### config.mk
export PLATFORM = sky130hd
export DESIGN_NAME = pwls_channel_reg_writer
export DESIGN_NICKNAME = d
export VERILOG_FILES = /design/src/rtl/pwls_pkg.sv /design/src/rtl/pwls_channel_reg_writer.sv
export SDC_FILE = /design/constraint.sdc
export NUM_CORES = 1
export LEC_CHECK = 0
export CAP_MARGIN = 10
export CORE_ASPECT_RATIO = 0.5
export CORE_MARGIN = 8
export CORE_UTILIZATION = 25
export DETAILED_ROUTE_END_ITERATION = 8
export SLEW_MARGIN = 10
export SYNTH_ARGS = -nofsm -noshare
export SYNTH_HDL_FRONTEND = slang
export SYNTH_SLANG_ARGS = --single-unit
### constraint.sdc
create_clock -name clk -period 3.39 [get_ports clk]
set_input_delay 0.678 -clock clk [delete_from_list [all_inputs] [get_ports clk]]
set_output_delay 0.678 -clock clk [all_outputs]
set_load 0.03 [all_outputs]
### src/rtl/pwls_pkg.sv
// Shared definitions for the pwls channel: register map, command bits, writer FSM states.
package pwls_pkg;

  localparam int CHANNEL_MODE_BITS = 3;

  localparam logic [3:0] PWLS_REG_MANT_LO  = 4'd0;
  localparam logic [3:0] PWLS_REG_MANT_HI  = 4'd1;
  localparam logic [3:0] PWLS_REG_TRI_LO   = 4'd2;
  localparam logic [3:0] PWLS_REG_TRI_HI   = 4'd3;
  localparam logic [3:0] PWLS_REG_SLOPE_LO = 4'd4;
  localparam logic [3:0] PWLS_REG_SLOPE_HI = 4'd5;
  localparam logic [3:0] PWLS_REG_AMP_LO   = 4'd6;
  localparam logic [3:0] PWLS_REG_AMP_HI   = 4'd7;
  localparam logic [3:0] PWLS_REG_CMD      = 4'd8;

  localparam int PWLS_CMD_COMMIT_BIT = 0;
  localparam int PWLS_CMD_FORCE_BIT  = 1;

  typedef enum logic {
    PWLS_ST_IDLE    = 1'b0,
    PWLS_ST_PENDING = 1'b1
  } pwls_state_e;

endpackage

### src/rtl/pwls_channel_reg_writer.sv
// Byte-wide host writer for one channel's ALU parameters; shadow set is applied atomically
// on a sample boundary (commit) or immediately (force). Writes stall while a commit is pending.
module pwls_channel_reg_writer
  import pwls_pkg::*;
#(
  parameter int BITS            = 12,
  parameter int OCT_BITS        = 3,
  parameter int MANTISSA_BITS   = 10,
  parameter int DETUNE_EXP_BITS = 3,
  parameter int SLOPE_EXP_BITS  = 4
) (
  input  logic                         clk,
  input  logic                         reset,
  input  logic                         wr_valid,
  output logic                         wr_ready,
  input  logic [3:0]                   wr_addr,
  input  logic [7:0]                   wr_data,
  input  logic                         sample_tick,
  output logic [OCT_BITS-1:0]          octave,
  output logic [MANTISSA_BITS-1:0]     mantissa,
  output logic [DETUNE_EXP_BITS-1:0]   detune_exp,
  output logic [BITS-1:0]              tri_offset,
  output logic [SLOPE_EXP_BITS-1:0]    slope_exp,
  output logic [BITS-4:0]              slope_offset,
  output logic [BITS-3:0]              amp,
  output logic [CHANNEL_MODE_BITS-1:0] channel_mode,
  output logic                         commit_pending,
  output logic                         applied
);

  // The byte map below hard-codes field positions for this exact parameter set.
  if (BITS != 12 || OCT_BITS != 3 || MANTISSA_BITS != 10 || DETUNE_EXP_BITS != 3 ||
      SLOPE_EXP_BITS != 4 || CHANNEL_MODE_BITS < 1 || CHANNEL_MODE_BITS > 7) begin : g_bad_params
    $error("pwls_channel_reg_writer: unsupported parameter set");
  end

  pwls_state_e r_state;

  logic [OCT_BITS-1:0]          r_sh_octave;
  logic [MANTISSA_BITS-1:0]     r_sh_mantissa;
  logic [DETUNE_EXP_BITS-1:0]   r_sh_detune_exp;
  logic [BITS-1:0]              r_sh_tri_offset;
  logic [SLOPE_EXP_BITS-1:0]    r_sh_slope_exp;
  logic [BITS-4:0]              r_sh_slope_offset;
  logic [BITS-3:0]              r_sh_amp;
  logic [CHANNEL_MODE_BITS-1:0] r_sh_channel_mode;

  logic w_accept;
  logic w_cmd_wr;
  logic w_force;
  logic w_commit;
  logic w_load;

  assign wr_ready       = (r_state == PWLS_ST_IDLE);
  assign commit_pending = (r_state == PWLS_ST_PENDING);

  assign w_accept = wr_valid && wr_ready;
  assign w_cmd_wr = w_accept && (wr_addr == PWLS_REG_CMD);
  assign w_force  = w_cmd_wr && wr_data[PWLS_CMD_FORCE_BIT];
  assign w_commit = w_cmd_wr && wr_data[PWLS_CMD_COMMIT_BIT] && !wr_data[PWLS_CMD_FORCE_BIT];
  // A tick in PENDING is the only non-force load; w_force already implies IDLE via wr_ready.
  assign w_load   = w_force || (commit_pending && sample_tick);

  always_ff @(posedge clk or posedge reset) begin
    if (reset) begin
      r_sh_octave       <= '0;
      r_sh_mantissa     <= '0;
      r_sh_detune_exp   <= '0;
      r_sh_tri_offset   <= '0;
      r_sh_slope_exp    <= '0;
      r_sh_slope_offset <= '0;
      r_sh_amp          <= '1;
      r_sh_channel_mode <= '0;
    end else if (w_accept) begin
      case (wr_addr)
        PWLS_REG_MANT_LO:  r_sh_mantissa[7:0] <= wr_data;
        PWLS_REG_MANT_HI: begin
          r_sh_mantissa[9:8] <= wr_data[1:0];
          r_sh_octave        <= wr_data[4:2];
          r_sh_detune_exp    <= wr_data[7:5];
        end
        PWLS_REG_TRI_LO:   r_sh_tri_offset[7:0] <= wr_data;
        PWLS_REG_TRI_HI: begin
          r_sh_tri_offset[11:8] <= wr_data[3:0];
          r_sh_slope_exp        <= wr_data[7:4];
        end
        PWLS_REG_SLOPE_LO: r_sh_slope_offset[7:0] <= wr_data;
        PWLS_REG_SLOPE_HI: begin
          r_sh_slope_offset[8] <= wr_data[0];
          r_sh_channel_mode    <= wr_data[CHANNEL_MODE_BITS:1];
        end
        PWLS_REG_AMP_LO:   r_sh_amp[7:0] <= wr_data;
        PWLS_REG_AMP_HI:   r_sh_amp[9:8] <= wr_data[1:0];
        default: ;
      endcase
    end
  end

  always_ff @(posedge clk or posedge reset) begin
    if (reset) begin
      r_state      <= PWLS_ST_IDLE;
      applied      <= 1'b0;
      octave       <= '0;
      mantissa     <= '0;
      detune_exp   <= '0;
      tri_offset   <= '0;
      slope_exp    <= '0;
      slope_offset <= '0;
      amp          <= '1;
      channel_mode <= '0;
    end else begin
      applied <= w_load;
      case (r_state)
        PWLS_ST_IDLE:    if (w_commit) r_state <= PWLS_ST_PENDING;
        PWLS_ST_PENDING: if (sample_tick) r_state <= PWLS_ST_IDLE;
        default:         r_state <= PWLS_ST_IDLE;
      endcase
      if (w_load) begin
        octave       <= r_sh_octave;
        mantissa     <= r_sh_mantissa;
        detune_exp   <= r_sh_detune_exp;
        tri_offset   <= r_sh_tri_offset;
        slope_exp    <= r_sh_slope_exp;
        slope_offset <= r_sh_slope_offset;
        amp          <= r_sh_amp;
        channel_mode <= r_sh_channel_mode;
      end
    end
  end

endmodule

==> results.md <==
- CTS buffer count: 9
- Overall power: 3949 uW
- Fill cells: 1650
- Final Cycle Share: 0.6912
- Type of the worst setup path: input pin to flop
- Vias in the first global route: 2562
- CORE AREA: 16430 um2
- DR vias/cell: 4.121
- Number of port buffers: 72
- Status: finished, final reports clean
- Post_cts resized: 0
- Yosys reg bits: 110
- Clk slew on worst S/H paths: 0.06 ns
- DP HPWL: 6213 um
- Synth top area share: 0.5354
- DR vias: 2308
- Top post-synthesis cells by area: dfrtp_1 54%, mux2_2 29%, dfstp_2 12%, buf_6 1.3%, nand2_1 0.45%
- Async SR Flop Fraction: 1.000
- R2r setup slk: 1.39 ns
- Layout net count: 344
- Layout cells sized above 1: 0.4535
- Most numerous cell in the Yosys netlist: mux2_2
- Synth Flop Type: dfrtp_1
- Die X: 199.4 um
- # setup viols final: 0
- Setup TNS: 0 ns
- Max-Cap Viols: 0
- Worst slew pin tran: 0.7656 ns
- Router iterations before antenna repair: 3
- Drt total wl: 8813 um
- Slowest CP cell: clkdlybuf4s50_1
- Initial Util: 0.2560
- P_leak: 0.002317 uW
- FF-to-FF Start: commit_pending
- CP cell instances: clkdlybuf4s50_1 -> or4b_4 -> o21ai_4 -> buf_12 -> mux2_2
- Global-route wire length before repair: 14050 um
- Die footprint: 21490 um2
- CP arrival: 2.56 ns
- Final worst path period need: 2.343 ns
- CTS root buf: clkbuf_16
- PwrDens: 718.4 nW/um2
- Relative slew slack: 0.4885
- Fin. max-slew vios: 0
- Post-CTS setup buffer count: 0
- Cell Area, Placed: 5218 um2
- Commonest cells in the netlist: 108 x mux2_2, 90 x dfrtp_1, 20 x dfstp_2, 5 x buf_6, 5 x nand2_1
- Final instance area: 5497 um2
- Final ANT Viol Nets: 0
- Worst Hold Endpoint: octave[2]
- H-tree depth: 3
- # DRC: 0
- Cts hold-fix bufs: 0
- CTS tree: done
- Critical path capture point type: flop
- Area grow syn2layout: 30.67%
- GRT Util Overall: 0.08430
- Hold_sp: r_sh_octave[2]
- Achievable Freq: 426.8 MHz
- Reg2reg end: mantissa[6]
- Synth warn: 0
- Number of diodes: 0
- Crit path max fanout: 40
- Peak supply drop: 0.2525 mV
- Setup crit start kind: input pin
- Mapped Area: 4207 um2
- Row Count: 33
- Chip height: 107.7 um
- Final Hold Fails: 0
- Synthesized area per cell: 17.10 um2
- CP max stage delay: 0.54 ns
- Worst hold path type: flop to flop
- Clock sink count: 110
- Sequential fraction of the synthesis area: 0.6603
- I/O pins: 73
- Antenna violations before repair: 0
- Required time of the critical path: 3.61 ns
- Synth Instances: 246
- Reg2reg path depth: 4
- Syn Nets: 262
- Area leader, netlist: dfrtp_1
- Hold depth: 1
- Routed WL per cell: 15.74 um
- Post-synth EDFFs: 0
- Worst-Skew Late Latency: 0.34 ns
- Overflow after GRT: 0
- Pin count of the biggest net entering global routing: 52
- Synth cell types: 20
- Worst-case clock buffer depth: 2
- Final GP Congestion: 0.7402
- Worst Clk Skew: 0.005728 ns
- Initial DRC count: 61
- RSZ-0062 raised after global routing: no
==> cells by family after synthesis <==
logic type             synth area share
and+or+nand+nor                 0.02915
muxes                            0.2891
DFF                              0.6603
buffers and inverters           0.01606
AOI/OAI and AO/OA              0.005356
==> report_power, final <==
group	switching [uW]	internal, uW	leakage, uW	total [uW]
clock network	454	523	0.000129	977
registers	170	1680	0.00136	1850
logic	569	549	0.000829	1120
total	1190	2760	0.00232	3950
==> cell usage in the layout, fill, tap and decap left out, drive strengths merged, types with 2 or more instances in the layout <==
master	netlist	layout
buf	5	5
clkbuf	1	12
clkdlybuf4s50	0	72
clkinvlp	0	3
dfrtp	90	90
dfstp	20	20
inv	2	2
mux2	108	108
nand2	5	5
nand4	2	2
nor2	2	2
==> state kept, by name, summed over array words and instances, names as in the netlist <==
signal	count
amp	10
applied	1
channel_mode	3
commit_pending	1
detune_exp	3
mantissa	10
octave	3
r_sh_amp	10
r_sh_channel_mode	3
r_sh_detune_exp	3
r_sh_mantissa	10
r_sh_octave	3
r_sh_slope_exp	4
r_sh_slope_offset	9
r_sh_tri_offset	12
slope_exp	4
slope_offset	9
tri_offset	12
==> layout make-up <==
class                           count  area, um2  area share
Clock buffer                       12      246.5     0.04484
Clock inverter                      4      32.53    0.005919
Inverter                            2      11.26    0.002049
Multi-Input combinational cell    128       1361      0.2477
Sequential cell                   110       2778      0.5053
Tap cell                          227      284.0     0.05167
Timing Repair Buffer               77      783.3      0.1425
==> through the flow <==
stage / util / setup slack (ns) / hold WS (ns) / cells
2_1_floorplan: - / 1.232 / 0.4736 / 246
3_3_place_gp: 0.3175 / 0.7156 / 0.4803 / 544
3_5_place_dp: 0.3175 / 0.6929 / 0.4871 / 544
4_1_cts: 0.3345 / 1.047 / 0.5028 / 560
5_1_grt: 0.3345 / 0.9830 / 0.5176 / 560
6_report: 0.3345 / 1.047 / 0.4992 / 560
==> routing by layer <==
layer  routed length (um)  GRT usage
met4                  182    0.03499
met3                  232    0.01934
met5                    0          0
met2                 4719     0.1548
met1                 3678    0.09363
==> critical path, delay by kind of cell <==
family          cells  cell delay, ns
simple gates        1            0.51
buf+inv             2            0.80
mux                 1            0.36
compound gates      1            0.20
==> worst max-delay path by stage <==
stage,startpoint,depth (start not counted),endpoint,slack (ns)
2_1_floorplan,wr_addr[1],4,channel_mode[2],1.23
3_3_place_gp,wr_valid,5,mantissa[6],0.72
3_5_place_dp,wr_valid,5,tri_offset[0],0.69
4_1_cts,wr_valid,5,tri_offset[0],1.05
5_1_grt,wr_addr[1],5,mantissa[5],0.98
6_report,wr_valid,5,mantissa[6],1.05
(Power assumes the default switching activity.)
